<file path="src/rtl/if_stage_pkg.sv">
// Shared defines, IF/ID bundle type and helpers for the fetch stage.
// Exports: ROM enable levels, zero/NOP words, PC step/reset, if_id_t.
`ifndef RomEnable
`define RomEnable 1'b1
`endif
`ifndef RomDisable
`define RomDisable 1'b0
`endif
`ifndef Zero
`define Zero 32'h0000_0000
`endif
`ifndef PcStep
`define PcStep 4
`endif
`ifndef ResetPc
`define ResetPc 32'h0000_0000
`endif
`ifndef InstNop
`define InstNop 32'h0000_0000
`endif

package if_stage_pkg;

  localparam logic ROM_EN  = `RomEnable;
  localparam logic ROM_DIS = `RomDisable;

  localparam logic [31:0] ZERO_W   = `Zero;
  localparam logic [31:0] INST_NOP = `InstNop;
  localparam logic [31:0] PC_STEP_D  = 32'(`PcStep);
  localparam logic [31:0] RESET_PC_D = `ResetPc;

  // Word alignment for redirect targets; the low bits are dropped.
  localparam logic [31:0] PC_ALIGN_MASK = 32'hFFFF_FFFC;

  typedef struct packed {
    logic [31:0] pc;
    logic [31:0] inst;
    logic        valid;
  } if_id_t;

  // All-zero instruction is sll $0,$0,0, so a bubble is a NOP.
  localparam if_id_t IF_ID_BUBBLE = '{
    pc:    ZERO_W,
    inst:  INST_NOP,
    valid: 1'b0
  };

  function automatic if_id_t mk_if_id(
    input logic [31:0] p,
    input logic [31:0] w
  );
    if_id_t r;
    r.pc    = p;
    r.inst  = w;
    r.valid = 1'b1;
    return r;
  endfunction

endpackage

</file>
<file path="src/rtl/if_stage_pc_reg.sv">
// PC register and ROM chip-enable generation for the fetch stage.
// Ports: clk, rst, stall, jump_en, jump_addr in; ce, pc out.
module if_stage_pc_reg
  import if_stage_pkg::*;
#(
  parameter logic [31:0] RESET_PC = RESET_PC_D,
  parameter logic [31:0] PC_STEP  = PC_STEP_D
) (
  input  logic        clk,
  input  logic        rst,
  input  logic        stall,
  input  logic        jump_en,
  input  logic [31:0] jump_addr,
  output logic        ce,
  output logic [31:0] pc
);

  logic [31:0] pc_d;
  logic        ce_d;

  always_comb begin
    ce_d = ROM_EN;
    pc_d = pc;
    if (ce == ROM_DIS) begin
      // First edge after reset only enables the ROM;
      // RESET_PC is fetched on the following cycle.
      pc_d = RESET_PC;
    end else if (jump_en) begin
      pc_d = jump_addr & PC_ALIGN_MASK;
    end else if (!stall) begin
      pc_d = pc + PC_STEP;
    end
  end

  always_ff @(posedge clk or posedge rst) begin
    if (rst) begin
      ce <= ROM_DIS;
      pc <= RESET_PC;
    end else begin
      ce <= ce_d;
      pc <= pc_d;
    end
  end

endmodule

</file>
<file path="src/rtl/if_stage.sv">
// Instruction fetch: drives ROM ce/pc and captures the IF/ID register.
// Ports: clk, rst, stall, jump_en, jump_addr, inst_i in;
//        ce, pc, id_pc, id_inst, id_valid out.
// Build option: DELAY_SLOT_EN keeps the slot instruction on a jump.
module if_stage
  import if_stage_pkg::*;
#(
  parameter logic [31:0] RESET_PC = 32'h0000_0000,
  parameter logic [31:0] PC_STEP  = 32'd4
) (
  input  logic        clk,
  input  logic        rst,
  input  logic        stall,
  input  logic        jump_en,
  input  logic [31:0] jump_addr,
  input  logic [31:0] inst_i,
  output logic        ce,
  output logic [31:0] pc,
  output logic [31:0] id_pc,
  output logic [31:0] id_inst,
  output logic        id_valid
);

  if_id_t if_id_q;
  if_id_t if_id_d;
  if_id_t fetched;

  if_stage_pc_reg #(
    .RESET_PC (RESET_PC),
    .PC_STEP  (PC_STEP)
  ) u_pc_reg (
    .clk       (clk),
    .rst       (rst),
    .stall     (stall),
    .jump_en   (jump_en),
    .jump_addr (jump_addr),
    .ce        (ce),
    .pc        (pc)
  );

  // ROM is combinational, so inst_i belongs to the current pc.
  assign fetched = mk_if_id(pc, inst_i);

  always_comb begin
    if_id_d = if_id_q;
    if (ce == ROM_DIS) begin
      if_id_d = IF_ID_BUBBLE;
    end else if (jump_en) begin
`ifdef DELAY_SLOT_EN
      // Slot instruction survives; on stall it is already in ID.
      if (!stall) begin
        if_id_d = fetched;
      end
`else
      // Wrong-path instruction is squashed.
      if_id_d = IF_ID_BUBBLE;
`endif
    end else if (!stall) begin
      if_id_d = fetched;
    end
  end

  always_ff @(posedge clk or posedge rst) begin
    if (rst) begin
      if_id_q <= IF_ID_BUBBLE;
    end else begin
      if_id_q <= if_id_d;
    end
  end

  assign id_pc    = if_id_q.pc;
  assign id_inst  = if_id_q.inst;
  assign id_valid = if_id_q.valid;

endmodule
</file>
<file path="config.mk">
export PLATFORM = sky130hd
export DESIGN_NAME = if_stage
export DESIGN_NICKNAME = d
export VERILOG_FILES = /design/src/rtl/if_stage_pkg.sv /design/src/rtl/if_stage_pc_reg.sv /design/src/rtl/if_stage.sv
export SDC_FILE = /design/constraint.sdc
export NUM_CORES = 1
export LEC_CHECK = 0
export CAP_MARGIN = 15
export CELL_PAD_IN_SITES_DETAIL_PLACEMENT = 1
export CELL_PAD_IN_SITES_GLOBAL_PLACEMENT = 2
export CORE_AREA = 4 4 133 135
export CTS_CLUSTER_DIAMETER = 100
export CTS_CLUSTER_SIZE = 24
export DETAILED_ROUTE_END_ITERATION = 8
export DIE_AREA = 0 0 137 139
export GPL_ROUTABILITY_DRIVEN = 0
export GPL_TIMING_DRIVEN = 0
export PLACE_DENSITY_LB_ADDON = 0.05
export SLEW_MARGIN = 20
export SYNTH_ARGS = -nofsm -noshare
export SYNTH_HDL_FRONTEND = slang
export SYNTH_SLANG_ARGS = --single-unit
</file>
<file path="constraint.sdc">
create_clock -name clk -period 3.5 [get_ports clk]
set_input_delay 0.525 -clock clk [delete_from_list [all_inputs] [get_ports clk]]
set_output_delay 0.525 -clock clk [all_outputs]
set_load 0.01 [all_outputs]
</file>
; Word level (Yosys, flattened, before mapping)
; Index checks and enable logic that the tools add are counted.
[totals]
reg_bits = 98
input_bits = 68
output_inout_bits = 98
wordCells = 13
[classes]
add_sub_neg = 1
n_eq_ne = 1
n_mux = 6
[op_table]
columns = operator, n
row1 = $mux 65, 3
row2 = $mux 32, 3
row3 = $add 32x3->32 const B, 1
row4 = $ne 3x3->1 const B, 1

; Longest topological paths before layout
; Gate-level depths: netlist (run 1).
[depth]
word_depth = 4
depth_mapped = 7
ltp_nobuf = 6

; Cells and area by module
; From an unflattened synthesis (run 1), not the netlist that was laid out.
[hier_totals]
cells_unflattened = 452
hier_area_um2 = 4722.0
[by_module_without_submodules]
columns = mod, instances, cells_per_inst, area_per_inst_um2, seq_area_each_um2
row1 = if_stage, 1, 211, 2653.8, 1626.6
row2 = if_stage_pc_reg, 1, 241, 2068.2, 775.7

; Worst setup path after synthesis (run 1)
; Ideal clock, no wire load.
[synth_path]
path_type = input port to flip-flop
startpoint = input port stall
endpoint = register if_id_q (netlist bit id_pc[4])
setup_ns = 0.132
t_arrival_ns = 1.719
t_required_ns = 3.368
slack_ns = 1.649
stages = 5
path_buffers = 3
cell_sequence = clkbuf_1 > buf_1 > buf_2 > mux2i_1 > nor2_1
[synth_via]
elab_chain_len = 1
[synth_lines]
columns = element, line
row1 = "start, declared", if_stage.sv:13  ; input logic stall,
row2 = $ne 3x3->1 (no line), -
row3 = "end signal, assigned", if_stage.sv:67  ; if_id_q <= if_id_d;
row4 = "end, declared", if_stage.sv:24  ; if_id_t if_id_q;
; No other way between the ends.
; A chain may end at the register's enable or synchronous reset.

; Final worst setup path (run 1)
[layout_path]
startpoint = input port stall
endpoint = register if_id_q (netlist bit id_inst[21])
; The elaborated chain is that of the path after synthesis.

==> results.ini, run 1 <==
[worst_setup_path]
max_stage_delay_ns = 0.58
reg2regPathDepth = 6
start_kind = input port
critPathKind = in2reg
critPathMaxFanout = 10
critPathRequiredTime_ns = 3.72
reg2reg_from = u_pc_reg.pc[4]
critPathSlowestCell = buf_1
crit_start = stall
crit_chain = clkdlybuf4s50_1 -> clkbuf_1 -> buf_1 -> buf_2 -> mux2i_1 -> nor2_1
cp-end-kind = register
arrival_ns = 2.79

[synth]
syn_inst = 420
syn_area_sq_um = 4420
ys.flop_type = dfrtp_1
ys_seq_area_share_pct = 53.8
synthMuxAreaShare_pct = 14.0
synth-seq-cells = 95
yosys.area_share.simple_pct = 16.8
synthAdderAreaFrac_pct = 0.283
yosys.cell_types.count = 39
synthXorXnorAreaFrac_pct = 4.56
synth_top_family_by_area = simple AND/OR/NAND/NOR gates
synthArstFlopShare_pct = 100
yosys_warnings = 0
syn_avg_cell_area_sq_um = 10.5
synth_compound_area_share_pct = 6.85
synth-edff-count = 0

[place]
pre_cts_ws_ns = 0.515
io_buffers = 161
post-dp-hpwl_um = 10900
place_inst = 803

[finish]
n_fill_cell = 1850
antennaDiodeCount = 0
drive_gt1_share_pct = 5.85
syn2layout_area_growth_pct = 50.3
fin_nets = 663
fin_cells = 818

[routing]
routed_wl_um = 14800
via_count = 3773
drt_iter0_drc = 190
firstDrtPassIters = 4
viasPerCell = 4.61
dr.max_layer_used = met4
met3RoutedLength_um = 761
drcViolationCount = 0
dr_wl_met2_um = 7000
antenna_left = 0
wl_met1_um = 6860
wl_per_cell_um = 18.0

[clocking]
postCtsHoldBufs = 0
cts_tree = built
insertion_delay_ns = 0.35
post_cts_resized = 0
clockBufferDepth = 2
cts_root_buf = clkbuf_16
cts.sinks = 95
cts.clk_slew.worst_paths_ns = 0.07
post_cts_buffers = 0
numCtsBuffers = 9
cts_max_level = 3

[timing]
post-route-period-util_pct = 73.4
rsz0062_at_grt = false
setup_viol = 0
finalCriticalPeriod_ns = 2.57
setup_ws_ns = 0.932
fmax_mhz = 389
worst_pin_slew_ns = 0.796
finalHoldViolCount = 0
slew_headroom_pct = 47.0
fin_worst_skew_ns = 0.00770
final_max_slew_viol_count = 0

[power]
p_comb_share_pct = 14.6
p_leak_nw = 2.83
clkPwrFrac_pct = 39.1
powerDensity_nw_per_um2 = 389
vdd_drop_max_mv = 0.198
power_frac_seq_pct = 46.3
finalPower_w = 0.00259
swShare_pct = 26.0
switching_power_w = 0.000672
power.internal_w = 0.00191

[global_route]
grt_max_degree = 73
grt_overflow = 0
grt_util_all_layers_pct = 15.6
first_global_vias = 4103
grt_pass1_wl_um = 23400
antenna_found_initial = 0

[worst_hold_path]
min-delay-path-class = in2async

[floorplanning]
num_io_pins = 166
start_util_pct = 26.8
core_sq_um = 16500
die_height_um = 139
die_area_sq_um = 19000
fp-row-count = 47
fp.dieW_um = 137

[flow_run]
drv_cap = 0

[run_status]
status = complete, no violations

[cell usage after synthesis (3+ instances only)]
master / count / area [sq um]
and4_1: 4 / 35.0
nor3_1: 6 / 30.0
xor2_1: 13 / 114
nor2_1: 70 / 263
nand2_1: 16 / 60.1
a211oi_1: 4 / 30.0
o211a_1: 3 / 30.0
o21ai_0: 28 / 140
buf_2: 7 / 35.0
mux2i_1: 62 / 621
buf_4: 4 / 30.0
nor2b_1: 4 / 25.0
xnor2_1: 10 / 87.6
and3_1: 3 / 18.8
nand4_1: 10 / 62.6
inv_1: 3 / 11.3
a21oi_1: 17 / 85.1
and2_1: 5 / 31.3
nand3_1: 13 / 65.1
dfrtp_1: 95 / 2380
clkbuf_1: 16 / 60.1
[final cells by class]
| cell class | instances | area [sq um] | share of cell area (%) |
|---|---|---|---|
| sequential | 95 | 2380 | 35.8 |
| inverter | 4 | 20.0 | 0.301 |
| tap | 220 | 275 | 4.15 |
| clock inverter | 5 | 58.8 | 0.886 |
| buffer | 30 | 140 | 2.11 |
| multi-input combinational | 292 | 1890 | 28.5 |
| timing repair buffer | 162 | 1640 | 24.7 |
| clock buffer | 10 | 239 | 3.60 |
[flip-flops by register name (all words and copies together) (netlist names)]
name,flops
u_pc_reg.ce,1
u_pc_reg.pc,30
id_inst,32
id_valid,1
id_pc,31
[power groups by stage]
stage | clock network, W | logic, W | registers (W)
6_report | 0.00101 | 0.000377 | 0.00120
5_1_grt | 0.00110 | 0.000413 | 0.00121
4_1_cts | 0.00105 | 0.000388 | 0.00120
3_5_place_dp | 0 | 0.000385 | 0.00122
3_3_place_gp | 0 | 0.000376 | 0.00122
2_1_floorplan | 0 | 0.000148 | 0.00122
[per-stage QoR]
stage	hold slack, ns	instance area (sq um)	setup TNS (ns)	utilization [%]
final	0.504	6640	0	40.3
after global routing	0.515	6640	0	40.3
after CTS	0.498	6640	0	40.3
after detailed placement	0.512	6340	0	38.5
after global placement	0.503	6310	-121.19	38.3
after floorplan	0.542	4420	0	-
[metal layers]
metal  GRT usage, %  vias to the layer above
met5              0                        -
li1               -                     1795
met1           21.3                     1875
met3           3.77                        7
met4           3.47                        0
met2           25.1                       96
[final timing paths]
check                                        to  slack [ns]
min in group clk                       id_valid        0.52
max in group asynchronous       u_pc_reg.pc[10]        2.33
worst min-delay path                id_inst[14]        0.50
worst max-delay path                id_inst[21]        0.93
worst min register to register         id_valid        0.52
worst max register to register  u_pc_reg.pc[27]        1.35
[cell usage in the layout (no fill, tap or decap), types with 5 or more instances in the layout]
master and count:
clkdlybuf4s50_1 161, dfrtp_1 95, nor2_1 70, mux2i_1 62, o21ai_0 28, a21oi_1 17
nand2_1 16, clkbuf_1 16, nand3_1 13, xor2_1 13, nand4_1 10, xnor2_1 10
clkbuf_16 9, buf_2 7, nor3_1 6, and2_1 5
[critical path, delay by kind of cell]
family                 cells  cell delay [ns]
AND/OR/NAND/NOR            1             0.06
multiplexers               1             0.26
buffers and inverters      4             1.94
[kinds of logic after synthesis]
family,after synthesis
adders and majority gates,1
muxes,62
DFF,95
buffers and inverters,34
AOI/OAI and AO/OA,55
xor gates and xnor gates,23
and+or+nand+nor,148
other,2
No activity file was read; power rests on OpenSTA's default activity.
==> run 2, diff against run 1 <==
==> constraint.sdc (replaced) <==
create_clock -name clk -period 2.7 [get_ports clk]
set_input_delay 0.405 -clock clk [delete_from_list [all_inputs] [get_ports clk]]
set_output_delay 0.405 -clock clk [all_outputs]
set_load 0.01 [all_outputs]
==> run 2 against run 1 <==
  * Power is 27% higher
  * Worst setup slack worse by 0.62 ns
  * Register-to-register slack worse by 0.73 ns
  * Clock power is 23% higher
  * Largest power group unchanged
  * Utilization is 0.12 points higher
  * Hold slack worse by 0.13 ns
  * Sequential share of layout area is 0.11 points lower
  * Final cell count is 0.37% higher
  * Critical endpoint is now id_inst[16]
==> results.ini, run 2 (synthesized netlist as in run 1, its figures left out) <==
[timing]
fmax_mhz = 419
rsz0062_at_grt = false
setup_viol = 0  ; unchanged
post-route-period-util_pct = 88.5
finalCriticalPeriod_ns = 2.39
worst_pin_slew_ns = 0.793  ; -0.00284 ns
tns_ns = 0  ; unchanged
final_max_slew_viol_count = 0  ; unchanged
finalHoldViolCount = 0  ; unchanged
slew_headroom_pct = 47.1  ; +0.19 points
fin_worst_skew_ns = 0.00635  ; -0.00135 ns
hold_ws_ns = 0.376  ; -0.128 ns

[clocking]
insertion_delay_ns = 0.35  ; about the same
cts.sinks = 95  ; unchanged
post_cts_buffers = 0  ; unchanged
post_cts_resized = 0  ; unchanged
numCtsBuffers = 9  ; unchanged
cts_tree = built
clockBufferDepth = 2  ; unchanged
cts.clk_slew.worst_paths_ns = 0.07  ; about the same
postCtsHoldBufs = 0  ; unchanged
cts_max_level = 3  ; unchanged
cts_root_buf = clkbuf_16

[routing]
drcViolationCount = 0  ; unchanged
firstDrtPassIters = 4  ; unchanged
via_count = 3779  ; +0.16%
antenna_left = 0  ; unchanged
wl_per_cell_um = 17.8  ; -1.4%
drt_iter0_drc = 133  ; -30%
routed_wl_um = 14600  ; -1.1%
viasPerCell = 4.60  ; -0.21%

[worst_setup_path]
critPathRequiredTime_ns = 2.92  ; -0.80 ns
path_buf_inv = 4  ; unchanged
critPathMaxFanout = 10  ; unchanged
crit_family = buffers and inverters
max_stage_delay_ns = 0.57  ; about the same
reg2regPathDepth = 5  ; -1
arrival_ns = 2.61  ; -0.18 ns
cp-end-kind = register
rrSetupSlack_ns = 0.62  ; -0.73 ns
start_kind = input port
reg2reg_to = u_pc_reg.pc[21]
critPathKind = in2reg
reg2reg_from = u_pc_reg.pc[4]
crit_chain = clkdlybuf4s50_1 -> clkbuf_1 -> buf_1 -> buf_2 -> mux2i_1 -> nor2_1
critPathSlowestCell = buf_1

[power]
vdd_drop_max_mv = 0.270  ; +36%
powerDensity_nw_per_um2 = 493  ; +27%
p_leak_nw = 2.84  ; +0.33%

[global_route]
grt_overflow = 0  ; unchanged
grt_util_all_layers_pct = 15.8  ; +0.16 points
grt_max_degree = 33  ; -55%
first_global_vias = 4194  ; +2.2%
antenna_found_initial = 0  ; unchanged
grt_pass1_wl_um = 23600  ; +1.0%

[finish]
fin_cells = 821  ; +0.37%
layout_commonest_cell = clkdlybuf4s50_1
syn2layout_area_growth_pct = 50.7
final_util_pct = 40.4  ; +0.12 points
drive_gt1_share_pct = 6.16  ; +0.30 points
final_cell_mix = 161 x clkdlybuf4s50_1, 95 x dfrtp_1, 70 x nor2_1, 62 x mux2i_1, 28 x o21ai_0
largest_reg_flops = 32  ; unchanged
antennaDiodeCount = 0  ; unchanged
fin_nets = 665  ; +0.30%

[floorplanning]
num_io_pins = 166  ; unchanged
die_height_um = 139  ; unchanged
core_sq_um = 16500  ; unchanged
fp.dieW_um = 137  ; unchanged
start_util_pct = 26.8  ; unchanged
die_area_sq_um = 19000  ; unchanged
fp-row-count = 47  ; unchanged

[worst_hold_path]
min-delay-path-class = in2async

[place]
io_buffers = 161  ; unchanged
place_inst = 805  ; +0.25%
post-dp-hpwl_um = 11200  ; +2.5%

[flow_run]
drv_cap = 0  ; unchanged

[run_status]
status = complete, no violations

## run 2: layout make-up
class,instances,area [sq um]
well taps,220,275
clock inverters,4,30.0
clock buffers,12,256
plain buffers,30,140
repair buffers,164,1670
inverters,4,18.8
multi-input cells,292,1890
fillers,1826,9810
flip-flops and latches,95,2380
## run 2: stage by stage
| step | setup slack (ns) | instance area (sq um) | power (W) |
|---|---|---|---|
| 3_5_place_dp | -0.0833 | 6370 | 0.00208 |
| 6_report | 0.311 | 6660 | 0.00329 |
| 4_1_cts | 0.289 | 6660 | 0.00336 |
| 2_1_floorplan | 0.889 | 4430 | 0.00178 |
| 3_3_place_gp | -0.0464 | 6310 | 0.00206 |
| 5_1_grt | 0.0972 | 6660 | 0.00344 |
## run 2: layer usage
layer	wire length [um]	vias up	GRT usage [%]	share of wire (%)
met4	190	0	5.04	1.3
met1	6680	1857	20.9	46
li1	-	1807	-	-
met5	0	-	0	0
met2	6900	103	25.6	47
met3	832	12	3.41	5.7
## run 2: worst max path at each step
| stage | from | endpoint | slack (ns) | cells past startpoint |
|---|---|---|---|---|
| global placement | stall | id_pc[11] | -0.05 | 6 |
| floorplan | u_pc_reg.pc[4] | u_pc_reg.pc[21] | 0.89 | 5 |
| detailed placement | stall | id_pc[7] | -0.08 | 6 |
| CTS | stall | id_inst[23] | 0.29 | 6 |
| finish | stall | id_inst[16] | 0.31 | 6 |
| global route | stall | id_inst[4] | 0.1 | 6 |
## run 2: report_power, final
part	total, W	switching (W)	internal, W
Sequential	0.00155	0.0000753	0.00148
Combinational	0.000491	0.000220	0.000271
Clock	0.00124	0.000565	0.000678
Total	0.00329	0.000861	0.00242
## run 2: worst reg2reg max path, stage by stage (launching register included)
cell	delay, ns
dfrtp_1	0.53
nand4_2	0.23
or4_1	0.55
buf_2	0.19
or3_1	0.31
a31oi_1	0.18
==> run 3, diff against run 2 <==
--- a/config.mk
+++ b/config.mk
@@ -8,11 +8,11 @@
 export CAP_MARGIN = 15
 export CELL_PAD_IN_SITES_DETAIL_PLACEMENT = 1
 export CELL_PAD_IN_SITES_GLOBAL_PLACEMENT = 2
-export CORE_AREA = 4 4 133 135
+export CORE_AREA = 4 4 141 143
 export CTS_CLUSTER_DIAMETER = 100
 export CTS_CLUSTER_SIZE = 24
 export DETAILED_ROUTE_END_ITERATION = 8
-export DIE_AREA = 0 0 137 139
+export DIE_AREA = 0 0 145 147
 export GPL_ROUTABILITY_DRIVEN = 0
 export GPL_TIMING_DRIVEN = 0
 export PLACE_DENSITY_LB_ADDON = 0.05
==> constraint.sdc (replaced) <==
create_clock -name clk -period 2.04 [get_ports clk]
set_input_delay 0.306 -clock clk [delete_from_list [all_inputs] [get_ports clk]]
set_output_delay 0.306 -clock clk [all_outputs]
set_load 0.01 [all_outputs]
==> run 3 against run 2 <==
  * Global-route usage shrank 1.4 points
  * Sequential power grew 32%
  * Cell area grew 2.2%
  * Non-clock buffer count grew 6
  * Hold slack lost 0.039 ns
  * Combinational power grew 38%
  * Die area grew 12%
  * Register-to-register slack lost 0.51 ns
  * First-iteration DRC count shrank 33%
  * Critical path type is now reg2reg
  * Largest power group unchanged
==> results.ini, run 3 (synthesized netlist as in run 1, its figures left out) <==
[timing]
final_max_slew_viol_count = 0  ; unchanged
post-route-period-util_pct = 94.8
rsz0062_at_grt = false
finalCriticalPeriod_ns = 1.93
fmax_mhz = 517
setup_ws_ns = 0.105  ; -0.206 ns
setup_viol = 0  ; unchanged
slew_headroom_pct = 49.3  ; +2.1 points
worst_pin_slew_ns = 0.761  ; -0.0317 ns
finalHoldViolCount = 0  ; unchanged
fin_worst_skew_ns = 0.00863  ; +0.00228 ns

[floorplanning]
start_util_pct = 23.8  ; -3.1 points
die_height_um = 147  ; +5.8%
fp.dieW_um = 145  ; +5.8%
die_area_sq_um = 21300  ; +12%
core_sq_um = 18600  ; +13%
fp-row-count = 50  ; +6.4%
num_io_pins = 166  ; unchanged

[clocking]
postCtsHoldBufs = 0  ; unchanged
cts.sinks = 95  ; unchanged
cts_root_buf = clkbuf_16
numCtsBuffers = 9  ; unchanged
insertion_delay_ns = 0.35  ; about the same
clockBufferDepth = 2  ; unchanged
cts_max_level = 3  ; unchanged
cts_tree = built
cts.clk_slew.worst_paths_ns = 0.07  ; about the same

[routing]
firstDrtPassIters = 4  ; unchanged
viasPerCell = 4.49  ; -2.4%
antenna_left = 0  ; unchanged
drcViolationCount = 0  ; unchanged
via_count = 3780  ; +0.026%
wl_per_cell_um = 18.2  ; +2.4%
drt_iter0_drc = 89  ; -33%
routed_wl_um = 15300  ; +4.9%

[finish]
post-route-cell-area_sq_um = 6810  ; +2.2%
fin_cells = 841  ; +2.4%
largest_reg_flops = 32  ; unchanged
layout_commonest_cell = clkdlybuf4s50_1
drive_gt1_share_pct = 10.4  ; +4.2 points
fin_nets = 671  ; +0.90%
syn2layout_area_growth_pct = 54.0
final_cell_mix = 161 x clkdlybuf4s50_1, 84 x dfrtp_1, 70 x nor2_1, 62 x mux2i_1, 28 x o21ai_0
antennaDiodeCount = 0  ; unchanged

[global_route]
grt_util_all_layers_pct = 14.4  ; -1.4 points
antenna_found_initial = 0  ; unchanged
grt_pass1_wl_um = 24300  ; +3.1%
grt_max_degree = 31  ; -6.1%
grt_overflow = 0  ; unchanged
first_global_vias = 4080  ; -2.7%

[flow_run]
drv_cap = 0  ; unchanged

[power]
clkPwrFrac_pct = 39.3  ; +1.5 points
p_leak_nw = 2.92  ; +2.7%
swShare_pct = 26.2  ; +0.035 points
powerDensity_nw_per_um2 = 661  ; +34%
power_frac_seq_pct = 45.6  ; -1.6 points
switching_power_w = 0.00118  ; +37%
p_comb_share_pct = 15.1  ; +0.2 points
vdd_drop_max_mv = 0.389  ; +44%
power.internal_w = 0.00332  ; +37%

[worst_setup_path]
critPathRequiredTime_ns = 2.32  ; -0.60 ns
critPathKind = reg2reg
start_kind = register
cp-end-kind = register
critPathMaxFanout = 8  ; -2
arrival_ns = 2.21  ; -0.40 ns

[place]
pre_cts_ws_ns = -0.877  ; -0.793 ns
place_inst = 819  ; +1.7%
post-dp-hpwl_um = 11400  ; +2.1%
place_area_sq_um = 6390  ; +0.27%
io_buffers = 161  ; unchanged

[run_status]
status = complete, no violations

[worst_hold_path]
min-delay-path-class = in2async

==> run 3: cell count changes in the layout (fill, tap and decap cells not counted), sizes merged <==
| cell | before | now |
|---|---|---|
| buf | 16 | 21 |
| inv | 2 | 3 |
| bufinv | 0 | 1 |
| clkbuf | 29 | 28 |
==> run 3: area by class of cell <==
| cell class | instances | area (sq um) |
|---|---|---|
| buffer | 29 | 146 |
| inverter | 4 | 18.8 |
| timing repair buffer | 171 | 1720 |
| sequential | 95 | 2390 |
| multi-input combinational | 292 | 1930 |
| fill | 2111 | 11800 |
| tap | 234 | 293 |
| clock buffer | 10 | 239 |
| clock inverter | 6 | 68.8 |
==> run 3: worst paths after layout <==
check	start	endpoint	slack, ns	cells past startpoint
min in group clk	id_valid	id_valid	0.52	2
max reg2reg	u_pc_reg.pc[10]	u_pc_reg.pc[21]	0.11	6
min	rst	id_inst[10]	0.34	2
max in group asynchronous	rst	u_pc_reg.pc[6]	0.76	5
max	u_pc_reg.pc[10]	u_pc_reg.pc[21]	0.11	6
min reg2reg	id_valid	id_valid	0.52	2
==> run 3: metal layers <==
layer	vias to the layer above	global-route usage (%)	part of all wire, %
met1	1855	19.7	47
met3	14	3.42	4.8
met5	-	0	0
li1	1806	-	-
met2	105	22.7	46
met4	0	4.56	1.4
==> run 3: worst max-delay path, stage by stage, from the launching register on <==
cell      delay [ns]
dfrtp_1         0.35
buf_4           0.17
nand4b_1        0.16
or4_1           0.48
buf_2           0.22
or3_1           0.33
a31oi_1         0.16
==> run 3: power groups by stage <==
stage          Combinational, W  Sequential [W]  Clock, W
2_1_floorplan          0.000255         0.00210         0
3_3_place_gp           0.000648         0.00209         0
3_5_place_dp           0.000672         0.00209         0
4_1_cts                0.000684         0.00205   0.00184
5_1_grt                0.000745         0.00207   0.00193
6_report               0.000679         0.00205   0.00177
==> run 3: stage by stage <==
| stage | power, W | hold slack (ns) | utilization, % | setup TNS [ns] |
|---|---|---|---|---|
| after detailed placement | 0.00276 | 0.513 | 34.4 | -51.29 |
| after CTS | 0.00458 | 0.337 | 36.2 | 0 |
| final | 0.00450 | 0.337 | 36.6 | 0 |
| after global routing | 0.00474 | 0.389 | 36.6 | 0 |
| after global placement | 0.00274 | 0.505 | 34.1 | -103.33 |
| after floorplan | 0.00235 | 0.451 | - | 0 |
==> run 3: repair_timing <==
item	in CTS	in global routing
pin swaps	0	0
setup buffers	2	5
setup endpoints to repair	76	19
resized for setup	10	14
cloned	0	0
